[src/rtl/rx_stream_mux.sv]
// rx_stream_mux: drains NUM_CH sample FIFOs (fixed or round-robin channel choice) and
// serialises each WORD_W-bit IQ word into OUT_W-bit valid/ready beats, MSB beat first.
module rx_stream_mux #(
  parameter int NUM_CH = 2,
  parameter int WORD_W = 32,
  parameter int OUT_W = 8,
  parameter int CNT_W = 16,
  localparam int CHW = (NUM_CH > 1) ? $clog2(NUM_CH) : 1
) (
  input  logic                     i_sys_clk,
  input  logic                     i_rst,
  input  logic                     i_enable,
  input  logic                     i_rr_mode,
  input  logic [CHW-1:0]           i_ch_sel,
  input  logic                     i_cnt_clr,
  input  logic [NUM_CH-1:0]        i_fifo_empty,
  output logic [NUM_CH-1:0]        o_fifo_pull,
  input  logic [NUM_CH*WORD_W-1:0] i_fifo_data,
  output logic [OUT_W-1:0]         o_data,
  output logic                     o_valid,
  input  logic                     i_ready,
  output logic                     o_last,
  output logic [CHW-1:0]           o_ch_id,
  output logic [CNT_W-1:0]         o_underrun_cnt
);
  localparam int BEATS = WORD_W / OUT_W;
  localparam int BW = (BEATS > 1) ? $clog2(BEATS) : 1;
  localparam logic [1:0] IDLE = 2'd0, PULL = 2'd1, WAIT = 2'd2, SEND = 2'd3;
  logic [1:0] state;
  logic [CHW-1:0] cur_ch, ptr, rr_ch, cand;
  logic [WORD_W-1:0] sreg;
  logic [BW-1:0] beat_cnt;
  logic rr_found, sel_ok, cand_ok, starved, last_beat;
  // Scan from the farthest channel inward so the one nearest ptr+1 wins.
  always_comb begin
    rr_found = 1'b0;
    rr_ch = '0;
    for (int k = NUM_CH; k >= 1; k--)
      if (!i_fifo_empty[(int'(ptr) + k) % NUM_CH]) begin
        rr_found = 1'b1;
        rr_ch = CHW'((int'(ptr) + k) % NUM_CH);
      end
  end
  assign sel_ok = int'(i_ch_sel) < NUM_CH;
  assign cand = i_rr_mode ? rr_ch : i_ch_sel;
  assign cand_ok = i_rr_mode ? rr_found : (sel_ok && !i_fifo_empty[i_ch_sel]);
  assign starved = (state == IDLE) && i_enable && (i_rr_mode || sel_ok) && !cand_ok;
  assign last_beat = beat_cnt == BW'(BEATS - 1);
  assign o_valid = state == SEND;
  assign o_last = o_valid && last_beat;
  assign o_data = sreg[WORD_W-1 -: OUT_W];
  always_ff @(posedge i_sys_clk or posedge i_rst) begin
    if (i_rst) begin
      state <= IDLE;
      cur_ch <= '0;
      ptr <= CHW'(NUM_CH - 1);
      o_fifo_pull <= '0;
      sreg <= '0;
      beat_cnt <= '0;
      o_ch_id <= '0;
      o_underrun_cnt <= '0;
    end else begin
      o_underrun_cnt <= i_cnt_clr ? '0 : (starved && !(&o_underrun_cnt)) ? o_underrun_cnt + 1'b1 : o_underrun_cnt;
      case (state)
        IDLE: if (i_enable && cand_ok) begin
          cur_ch <= cand;
          o_fifo_pull <= NUM_CH'(1) << cand;
          state <= PULL;
        end
        PULL: begin
          o_fifo_pull <= '0;
          ptr <= cur_ch;
          state <= WAIT;
        end
        WAIT: begin
          sreg <= i_fifo_data[cur_ch*WORD_W +: WORD_W];
          o_ch_id <= cur_ch;
          beat_cnt <= '0;
          state <= SEND;
        end
        default: if (i_ready) begin
          sreg <= sreg << OUT_W;
          beat_cnt <= beat_cnt + 1'b1;
          if (last_beat) state <= IDLE;
        end
      endcase
    end
  end
endmodule
[config.mk]
export PLATFORM = sky130hd
export DESIGN_NAME = rx_stream_mux
export DESIGN_NICKNAME = d
export VERILOG_FILES = /design/src/rtl/rx_stream_mux.sv
export SDC_FILE = /design/constraint.sdc
export NUM_CORES = 1
export LEC_CHECK = 0
export CAP_MARGIN = 40
export CORE_MARGIN = 3
export CORE_UTILIZATION = 45
export DETAILED_ROUTE_END_ITERATION = 10
export HOLD_SLACK_MARGIN = 0.15
export PLACE_DENSITY = 0.78
export SLEW_MARGIN = 20
export SYNTH_ARGS = -nofsm -noshare
export SYNTH_HDL_FRONTEND = slang
export SYNTH_SLANG_ARGS = --single-unit
export TNS_END_PERCENT = 100
[constraint.sdc]
create_clock -name i_sys_clk -period 3.4 [get_ports i_sys_clk]
set_clock_uncertainty 0.15 [all_clocks]
set_input_delay 0.68 -clock i_sys_clk [delete_from_list [all_inputs] [get_ports i_sys_clk]]
set_output_delay 0.68 -clock i_sys_clk [all_outputs]
set_load 0.005 [all_outputs]
Word-level counts from Yosys, hierarchy flattened. Index checks and enable logic that the tools add are counted.

Output and inout port bits: 29. Word-level logic and storage cells: 71. Register bits: 57.

$add $sub $neg: 4. Reductions and logical operators: 20. Muxes and demuxes: 26. Equal/unequal tests: 5. Bitwise gates (word level): 3. Shift-type cells: 2. Order comparisons: 3.

Operators by type and width (number): $pmux W32 S2 (1); $shiftx A64 B7 Y32 (1); $mux W16 (2); $mux W32 (1); $add A16 B1 Y16 const B (1); $reduce_and A16 Y1 (1); $mux W1 (14); $mux W2 (5); $pmux W2 S2 (2); $reduce_bool A4 Y1 (2); $eq A2 B2 Y1 const B (3); $lt A2 B3 Y1 const B (2); $pmux W2 S3 (1); $reduce_and A2 Y1 (3); $reduce_bool A2 Y1 (3); $logic_and A1 B1 Y1 (5); $logic_not A1 Y1 (3); $reduce_and A3 Y1 (1); $add A1 B1 Y1 const B (2); $add A2 B1 Y2 const B (1); $and A1 B1 Y1 const A (2); $eq A2 B1 Y1 const B (1); $logic_not A2 Y1 (1); $lt A1 B2 Y1 const B (1); other kinds (4) (4).

Longest topological paths before layout. Gate-level depths: netlist of run 1.

Depth after elaboration: 13. Gate-level depth with buffers: 8. Gate-level depth less buffers: 7.

Worst setup path after synthesis of run 1. OpenSTA, ideal clock, no wires.

Path kind: input-to-reg. From: input port i_ch_sel. To: register o_underrun_cnt[15]. Stages on the path: 5. Arrival: 1.837 ns. Path slack: 1.289 ns. Required time: 3.125 ns. Buffers on the path: 0. Cells stage by stage: nor2_1 > nand2_2 > a211o_1 > nor4_1 > mux2_2.

Longest elaborated chain between the ends: 8.

RTL lines: start, declared (line 14) `input logic [CHW-1:0] i_ch_sel,`; $mux W1 (implied by the code) (2 in series) (line 46) `assign cand_ok = i_rr_mode ? rr_found : (sel_ok && !i_fifo_empty[i_ch_sel]);`; $logic_not A1 Y1 (line 46); $mux W1 (line 46); $logic_not A1 Y1 (line 47) `assign starved = (state == IDLE) && i_enable && (i_rr_mode || sel_ok) && !cand_ok;`; $logic_and A1 B1 Y1 (line 47); $logic_and A1 B1 Y1 (line 63) `o_underrun_cnt <= i_cnt_clr ? '0 : (starved && !(&o_underrun_cnt)) ? o_underrun_cnt + 1'b1 : o_underrun_cnt;`; $reduce_bool A2 Y1 (no source line); end signal, assigned (line 63); end, declared (line 24) `output logic [CNT_W-1:0] o_underrun_cnt`.

No other way between the ends. The select of a mux whose other input is x is not followed. A chain may end at the register's enable or synchronous reset.

Final worst setup path of run 1. Ends and elaborated chain as after synthesis.

==> results.sh, run 1 <==
export IMPL_cap_violations=0
export IMPL_routabilityCongestion=0.795
export IMPL_hpwlAfterDp_um=5470
export IMPL_swShare_pct=33.2
export IMPL_initial_core_util_pct=46.7
export IMPL_hp_start="sreg[0]"
export IMPL_drc=0
export IMPL_grt_pass1_wl_um=13500
export IMPL_htreeDepth=3
export IMPL_setup_viol=0
export IMPL_syn_to_final_growth_pct=38.0
export IMPL_final_nets=524
export IMPL_routed_wl_um=7870
export IMPL_cts_tree="built"
export IMPL_path_cells="clkdlybuf4s50_1 > nor2b_2 > o21ai_2 > a211o_1 > nor4_1 > mux2_2"
export IMPL_p_int_uw=1750
export IMPL_cts_sinks=57
export IMPL_postCtsSetupRepairBufs=0
export IMPL_hold_viol_final=0
export IMPL_async_reset_ff_share_pct=100
export IMPL_worstReg2RegEnd="sreg[19]"
export IMPL_cts_buffers=9
export IMPL_ant_nets=0
export IMPL_antenna_found_initial=0
export IMPL_synth_edf_count=0
export IMPL_whs_path_depth=2
export IMPL_grt_max_degree=58
export IMPL_end_kind="flip-flop"
export IMPL_io_pins=102
export IMPL_grt_usage_pct=20.0
export IMPL_ys_seq_area_share_pct=44.5
export IMPL_finalNonFillerCells=544
export IMPL_rr_worst_depth=8
export IMPL_post_place_cells=528
export IMPL_fillCellCount=583
export IMPL_dieArea_um2=8180
export IMPL_wl_per_cell_um=14.5
export IMPL_drtIter0Drc=139
export IMPL_finalCriticalPeriod_ns=2.61
export IMPL_cts_root_buf="clkbuf_8"
export IMPL_holdWs_ns=0.326
export IMPL_p_clk_share_pct=23.6
export IMPL_ys_top_cells_by_count="dfrtp_1, nand2_1, o21ai_0, a21oi_1, nor2_1"
export IMPL_ir_drop_mv=0.256
export IMPL_synth_distinct_cells=40
export IMPL_tightest_slew_ns=0.821
export IMPL_hold_path_class="reg2reg"
export IMPL_core_area_um2=6870
export IMPL_worst_path_largest_cell_delay_ns=0.51
export IMPL_grt_overflow_total=0
export IMPL_drt_pass1_iter_count=4
export IMPL_seq_area_um2=1430
export IMPL_cp_depth=6
export IMPL_rsz0062_at_grt="false"
export IMPL_syn_num_nets=433
export IMPL_p_leak_uw=0.00180
export IMPL_port_buffers=101
export IMPL_grt_pass1_vias=2895
export IMPL_crit_fanout=23
export IMPL_fp_row_count=30
export IMPL_status="finished clean"
export IMPL_rrSetupSlack_ns=0.88
export IMPL_yosysTopAreaCell="dfrtp_1"
export IMPL_power_switching_uw=869
export IMPL_cp_slowest_cell="a211o_1"
export IMPL_clk_pin_slew_ns=0.06
export IMPL_ctsResizeCount=0
export IMPL_syn_cell_area_um2=3210
export IMPL_start_kind="input port"
export IMPL_ys_seq_elements=57
export IMPL_syn_inst=352
export IMPL_num_vias=2875
export IMPL_crit_family="compound AO/OA/AOI/OAI gates"
export IMPL_antenna_cells=0
export IMPL_cp_num_buf_inv=1
export IMPL_yosysWarningCount=0
export IMPL_final_layout_size_suffix_gt1_share_pct=11.8
export IMPL_fin_util_pct=64.5
export IMPL_critical_path_class="in2reg"
export IMPL_required_ns=3.47
export IMPL_multi_input_area_um2=1620
export IMPL_arrival_ns=2.68
export IMPL_clk_latency_ns=0.33
export IMPL_power_frac_seq_pct=39.6
export IMPL_max_freq_mhz=383
export IMPL_ys_top_cells_by_area="dfrtp_1, mux2_2, o21ai_0, a21oi_1, nand2_1"
export IMPL_fin_crit_sh_pct=76.8
export IMPL_startpoint="i_ch_sel"
export IMPL_holdBufCountCts=0
export IMPL_dominantRegCellSynth="dfrtp_1"
export IMPL_slew_headroom_pct=45.1
export IMPL_finalSetupTns_ns=0
export IMPL_endpoint="o_underrun_cnt[15]"
export IMPL_via_per_inst=5.28
export IMPL_combPwrFrac_pct=36.9
export IMPL_die_y_um=90.4
export IMPL_worstReg2RegStart="state[1]"
export IMPL_pwr_density_cell_nw_per_um2=592
export IMPL_drv_slew=0
export IMPL_synth_most_common_cell="dfrtp_1"
export IMPL_cts_path_max_buffers=2
export IMPL_avgSynthCellArea_um2=9.11
export IMPL_chipWidth_um=90.4
export IMPL_synth_top_area_share_pct=43.7
-- through the flow --
stage | area, um2 | total power (uW) | setup WS [ns]
after global routing | 4430 | 2830 | 0.645
after floorplan | 3210 | 1690 | 1.17
after global placement | 4240 | 1990 | 0.511
after CTS | 4430 | 2650 | 0.805
after detailed placement | 4240 | 2020 | 0.450
final | 4430 | 2620 | 0.788
-- layer usage --
| layer | wire (um) | vias to the layer above | global-route usage, % |
|---|---|---|---|
| met3 | 326 | 12 | 3.92 |
| met5 | 0 | - | 0 |
| met2 | 3890 | 73 | 32.0 |
| met1 | 3540 | 1372 | 27.0 |
| li1 | - | 1418 | - |
| met4 | 121 | 0 | 7.14 |
-- cell families (layout without fill, tap and decap cells) --
logic type               after synthesis  after routing  synth area share, %
buffers and inverters                 33            129                 5.11
multiplexers                          38             38                 12.9
AO/OA/AOI/OAI                         97             97                 16.8
XOR/XNOR                               5              5                 1.37
flip-flops                            57             57                 44.5
AND/OR/NAND/NOR                      114            114                 16.2
adder cells (fa/ha/maj)                8              8                 3.12
-- area by class of cell --
cell class | instances | area share, %
clock inverters | 3 | 0.904
well taps | 96 | 2.71
clock buffers | 13 | 3.36
multi-input cells | 262 | 36.5
inverters | 7 | 0.593
flip-flops and latches | 57 | 32.2
repair buffers | 106 | 23.7
-- sequential cells by signal (all words and copies together) (netlist names) --
register and count:
beat_cnt 2, cur_ch 1, o_ch_id 1, o_fifo_pull 2, o_underrun_cnt 16, ptr 1
sreg 32, state 2
-- placed cells by master (no fill, tap or decap), drive strengths merged, types with 2 or more instances in the layout --
cell           instances
nor4                   2
dfrtp                 56
nand2                 46
nand2b                 2
buf                    5
nand3                  2
or3                    8
o21ai                 44
nor2b                  3
mux2i                 10
mux2                  28
xor2                   2
a2111oi                2
xnor2                  3
and3                   4
ha                     8
and2                   2
clkinv                 2
o2bb2ai                2
clkdlybuf4s50        101
a21oi                 38
clkbuf                13
nor2                  35
o31ai                  3
or4                    3
nand4                  6
inv                    7
a31o                   2
-- worst min-delay path by stage --
stage,endpoint
finish,sreg[0]
global route,sreg[0]
CTS,sreg[7]
detailed placement,sreg[6]
global placement,sreg[6]
floorplan,sreg[0]
-- worst register-to-register path: stages, from the launching register on --
cell and delay (ns):
dfrtp_1 0.43, inv_1 0.11, ha_1 0.26, nor2_1 0.26, nand2_1 0.09, buf_4 0.23, nand2_1 0.64, nor2_1 0.12
a21oi_1 0.15
-- power groups by stage --
stage	combinational, uW	clock [uW]	sequential [uW]
floorplan	690	0	1000
global placement	945	0	1040
detailed placement	968	0	1050
CTS	977	630	1040
global route	1100	661	1070
finish	967	618	1040
Power figures use the tool's default switching activity.
==> run 2, diff against run 1 <==
==> constraint.sdc (replaced) <==
create_clock -name i_sys_clk -period 2.7 [get_ports i_sys_clk]
set_clock_uncertainty 0.15 [all_clocks]
set_input_delay 0.54 -clock i_sys_clk [delete_from_list [all_inputs] [get_ports i_sys_clk]]
set_output_delay 0.54 -clock i_sys_clk [all_outputs]
set_load 0.005 [all_outputs]
==> results.sh, run 2 (synthesis results as in run 1) <==
export IMPL_status="finished clean"
export IMPL_critical_path_class="in2reg"
export IMPL_slew_headroom_pct=60.9
export IMPL_cts_root_buf="clkbuf_8"
export IMPL_cp_slowest_cell="clkdlybuf4s50_1"
export IMPL_cts_tree="built"
export IMPL_io_pins=102
export IMPL_use_met1_pct=25.8
export IMPL_largest_reg_flops=32
export IMPL_top_regs="sreg: 32 flops, o_underrun_cnt: 16 flops"
export IMPL_cap_violations=0
export IMPL_antenna_cells=0
export IMPL_crit_fanout=15
export IMPL_cts_buffers=9
export IMPL_ir_drop_mv=0.426
export IMPL_setup_viol=0
export IMPL_busiest_layer="met2"
export IMPL_dp_slack_ns=0.0173
export IMPL_hpwlAfterDp_um=6080
export IMPL_ant_nets=0
export IMPL_die_y_um=90.4
export IMPL_grt_pass1_vias=2975
export IMPL_clk_pin_slew_ns=0.06
export IMPL_final_common_cell="clkdlybuf4s50_1"
export IMPL_layout_common_cells="clkdlybuf4s50_1, dfrtp_1, nand2_1"
export IMPL_antenna_found_initial=0
export IMPL_startpoint="i_ch_sel"
export IMPL_finalCriticalPeriod_ns=2.34
export IMPL_via_per_inst=5.27
export IMPL_num_vias=2891
export IMPL_largest_register="sreg"
export IMPL_final_nets=529
export IMPL_dieArea_um2=8180
export IMPL_grtUsageMet3_pct=4.42
export IMPL_fin_util_pct=65.2
export IMPL_arrival_ns=2.40
export IMPL_grt_overflow_total=0
export IMPL_syn_to_final_growth_pct=39.6
export IMPL_final_layout_size_suffix_gt1_share_pct=12.8
export IMPL_holdWs_ns=0.331
export IMPL_cp_num_buf_inv=1
export IMPL_hold_viol_final=0
export IMPL_rrSetupSlack_ns=0.36
export IMPL_hold_path_class="reg2reg"
export IMPL_path_cells="clkdlybuf4s50_1 > nor2b_2 > o21ai_2 > a211o_1 > nor4_1 > mux2_2"
export IMPL_drtIter0Drc=123
export IMPL_required_ns=2.76
export IMPL_end_kind="flip-flop"
export IMPL_cts_sinks=57
export IMPL_cts_path_max_buffers=2
export IMPL_start_kind="input port"
export IMPL_worstReg2RegStart="state[0]"
export IMPL_finalSetupTns_ns=0
export IMPL_rsz0062_at_grt="false"
export IMPL_postCtsSetupRepairBufs=0
export IMPL_fp_row_count=30
export IMPL_routed_wl_um=8210
export IMPL_endpoint="o_underrun_cnt[15]"
export IMPL_drv_slew=0
export IMPL_clk_latency_ns=0.32
export IMPL_grt_pass1_wl_um=13800
export IMPL_worst_path_largest_cell_delay_ns=0.47
export IMPL_p_leak_uw=0.00183
export IMPL_setup_ws_ns=0.359
export IMPL_grt_use_met2_pct=35.2
export IMPL_htreeDepth=3
export IMPL_ctsResizeCount=0
export IMPL_worstReg2RegEnd="o_underrun_cnt[15]"
export IMPL_chipWidth_um=90.4
export IMPL_pwr_density_cell_nw_per_um2=742
export IMPL_drc=0
export IMPL_crit_family="simple AND/OR/NAND/NOR gates"
export IMPL_drt_pass1_iter_count=7
export IMPL_max_freq_mhz=427
export IMPL_grt_usage_pct=20.4
export IMPL_rr_worst_depth=6
export IMPL_core_area_um2=6870
export IMPL_port_buffers=101
export IMPL_wl_per_cell_um=15.0
export IMPL_cp_depth=6
export IMPL_tightest_slew_ns=0.583
export IMPL_grt_max_degree=35
export IMPL_initial_core_util_pct=46.7
export IMPL_fin_crit_sh_pct=86.7
export IMPL_routabilityCongestion=0.803
export IMPL_holdBufCountCts=0
[run 2: cell types whose count changed in the layout (fill, tap and decap cells not counted)]
cell,delta
buf_4,+4
buf_12,+1
[run 2: where the power goes]
part	total [uW]	internal (uW)	switching, uW
logic	1240	629	615
clock network	775	450	326
registers	1310	1140	163
[run 2: how the worst min path moves through the flow]
stage | end | from | cells past startpoint | slack, ns
after floorplan | sreg[0] | sreg[0] | 2 | 0.29
after global placement | sreg[6] | sreg[6] | 2 | 0.31
after global routing | sreg[6] | sreg[6] | 2 | 0.37
final | sreg[2] | sreg[2] | 2 | 0.33
after detailed placement | sreg[1] | sreg[1] | 2 | 0.32
after CTS | sreg[2] | sreg[2] | 2 | 0.34
[run 2: final cells by class]
| type | instances | area, um2 |
|---|---|---|
| sequential | 57 | 1430 |
| clock buffer | 13 | 149 |
| inverter | 7 | 26.3 |
| clock inverter | 3 | 40.0 |
| multi-input combinational | 262 | 1620 |
| fill | 567 | 2390 |
| timing repair buffer | 111 | 1100 |
| tap | 96 | 120 |
[run 2: worst reg2reg max path, cell delays in order (launching register included)]
cell and delay [ns]:
dfrtp_1 0.41, inv_1 0.14, ha_1 0.24, nand2_1 0.12, a211o_1 0.46, nor4_1 0.35
mux2_2 0.36
[run 2: metal layers]
layer	share of wire, %	wire, um
met3	5.0	407
met1	43	3560
met4	0.69	57
met2	51	4190
met5	0	0
[run 2: stage by stage]
stage	total power (uW)	instance area, um2	cells
global placement	2520	4290	533
CTS	3340	4480	549
detailed placement	2570	4290	533
finish	3320	4480	549
floorplan	2130	3210	352
global route	3550	4480	549
==> run 3, diff against run 2 <==
--- a/config.mk
+++ b/config.mk
@@ -7,10 +7,10 @@
 export LEC_CHECK = 0
 export CAP_MARGIN = 40
 export CORE_MARGIN = 3
-export CORE_UTILIZATION = 45
+export CORE_UTILIZATION = 47
 export DETAILED_ROUTE_END_ITERATION = 10
 export HOLD_SLACK_MARGIN = 0.15
-export PLACE_DENSITY = 0.78
+export PLACE_DENSITY = 0.81
 export SLEW_MARGIN = 20
 export SYNTH_ARGS = -nofsm -noshare
 export SYNTH_HDL_FRONTEND = slang
==> results.sh, run 3 (synthesis results as in run 1) <==
export IMPL_power_switching_uw=1080
export IMPL_crit_family="simple AND/OR/NAND/NOR gates"
export IMPL_htreeDepth=3
export IMPL_drt_pass1_iter_count=4
export IMPL_slew_headroom_pct=61.2
export IMPL_setup_ws_ns=0.332
export IMPL_chipWidth_um=88.6
export IMPL_wl_per_cell_um=15.1
export IMPL_core_area_um2=6490
export IMPL_finalCriticalPeriod_ns=2.37
export IMPL_dp_slack_ns=0.0506
export IMPL_final_nets=530
export IMPL_busiest_layer="met2"
export IMPL_syn_to_final_growth_pct=38.3
export IMPL_die_y_um=88.6
export IMPL_initial_core_util_pct=49.4
export IMPL_tightest_slew_ns=0.578
export IMPL_crit_fanout=14
export IMPL_path_cells="clkdlybuf4s50_1 > nor2b_2 > o21ai_2 > a211o_1 > nor4_1 > mux2_2"
export IMPL_rrSetupSlack_ns=0.36
export IMPL_worst_path_largest_cell_delay_ns=0.47
export IMPL_grt_max_degree=58
export IMPL_pwr_density_cell_nw_per_um2=729
export IMPL_grt_pass1_vias=2825
export IMPL_cts_tree="built"
export IMPL_post_place_cells=515
export IMPL_power_frac_seq_pct=40.2
export IMPL_drc=0
export IMPL_grt_use_met2_pct=36.2
export IMPL_antenna_found_initial=0
export IMPL_cap_violations=0
export IMPL_postCtsSetupRepairBufs=0
export IMPL_cts_path_max_buffers=2
export IMPL_setup_viol=0
export IMPL_ctsResizeCount=0
export IMPL_drv_slew=0
export IMPL_arrival_ns=2.43
export IMPL_status="finished clean"
export IMPL_final_layout_size_suffix_gt1_share_pct=12.6
export IMPL_grt_overflow_total=0
export IMPL_top_regs="sreg: 32 flops, o_underrun_cnt: 16 flops"
export IMPL_holdBufCountCts=0
export IMPL_final_common_cell="clkdlybuf4s50_1"
export IMPL_grt_pass1_wl_um=13100
export IMPL_antenna_cells=0
export IMPL_port_buffers=101
export IMPL_hpwlAfterDp_um=5740
export IMPL_p_leak_uw=0.00182
export IMPL_grtUsageMet3_pct=3.63
export IMPL_drtIter0Drc=182
export IMPL_end_kind="flip-flop"
export IMPL_clk_pin_slew_ns=0.06
export IMPL_io_pins=102
export IMPL_dieArea_um2=7850
export IMPL_rsz0062_at_grt="false"
export IMPL_num_vias=2875
export IMPL_cp_num_buf_inv=1
export IMPL_cts_buffers=9
export IMPL_largest_reg_flops=32
export IMPL_swShare_pct=33.4
export IMPL_routed_wl_um=7980
export IMPL_layout_common_cells="clkdlybuf4s50_1, dfrtp_1, nand2_1"
export IMPL_final_area_um2=4440
export IMPL_ir_drop_mv=0.518
export IMPL_required_ns=2.76
export IMPL_fp_row_count=29
export IMPL_fin_crit_sh_pct=87.7
export IMPL_p_clk_share_pct=21.1
export IMPL_cts_sinks=57
export IMPL_largest_register="sreg"
export IMPL_routabilityCongestion=0.774
export IMPL_hold_viol_final=0
export IMPL_hold_path_class="reg2reg"
export IMPL_cp_slowest_cell="clkdlybuf4s50_1"
export IMPL_finalNonFillerCells=529
export IMPL_dpl_cell_area_um2=4270
export IMPL_ant_nets=0
export IMPL_cts_root_buf="clkbuf_8"
export IMPL_max_freq_mhz=422
export IMPL_p_int_uw=2150
export IMPL_combPwrFrac_pct=38.7
export IMPL_via_per_inst=5.43
export IMPL_use_met1_pct=27.9
export IMPL_clk_latency_ns=0.32
export IMPL_critical_path_class="in2reg"
export IMPL_finalSetupTns_ns=0
export IMPL_start_kind="input port"
export IMPL_grt_usage_pct=21.2
run 3: changes by cell type in the layout (fill, tap and decap cells not counted), sizes merged:
cell | previous run | this run
bufinv | 1 | 0
clkinv | 2 | 0
buf | 10 | 11
clkbuf | 13 | 14
run 3: path summary, 6_finish.rpt:
path / from / to / cells past startpoint
worst min register to register: sreg[5] / sreg[5] / 2
worst max-delay path: i_ch_sel / o_underrun_cnt[15] / 6
max in group asynchronous: i_rst / ptr / 3
worst min-delay path: sreg[5] / sreg[5] / 2
worst max register to register: state[0] / o_underrun_cnt[15] / 6
min in group asynchronous: i_rst / o_underrun_cnt[13] / 3
run 3: per-stage QoR:
stage | hold slack (ns) | utilization [%] | power (uW)
5_1_grt | 0.370 | 68.3 | 3470
6_report | 0.330 | 68.3 | 3230
3_5_place_dp | 0.323 | 65.8 | 2550
3_3_place_gp | 0.312 | 65.8 | 2510
4_1_cts | 0.336 | 68.3 | 3250
2_1_floorplan | 0.295 | - | 2130
run 3: final cells by class:
type,count,area [um2]
Inverter,7,26.3
Multi-Input combinational cell,262,1620
Timing Repair Buffer,112,1110
Sequential cell,57,1430
Tap cell,77,96.3
Fill cell,508,2060
Clock buffer,14,163
run 3: worst min-delay path, cell delays in order, from the launching register on:
cell     delay (ns)
dfrtp_1        0.33
nand2_1        0.05
o21ai_0        0.06
run 3: per-layer routing:
metal  wire length [um]  up-vias  share of wire (%)
li1                   -     1436                  -
met1               3510     1347                 44
met2               4020       86                 50
met3                391        6                4.9
met4                 54        0               0.68
met5                  0        -                  0
run 3: power by group through the flow:
stage / Combinational [uW] / Clock (uW) / Sequential (uW)
floorplan: 868 / 0 / 1260
global placement: 1210 / 0 / 1290
detailed placement: 1240 / 0 / 1310
CTS: 1260 / 690 / 1300
global route: 1400 / 732 / 1330
finish: 1250 / 683 / 1300
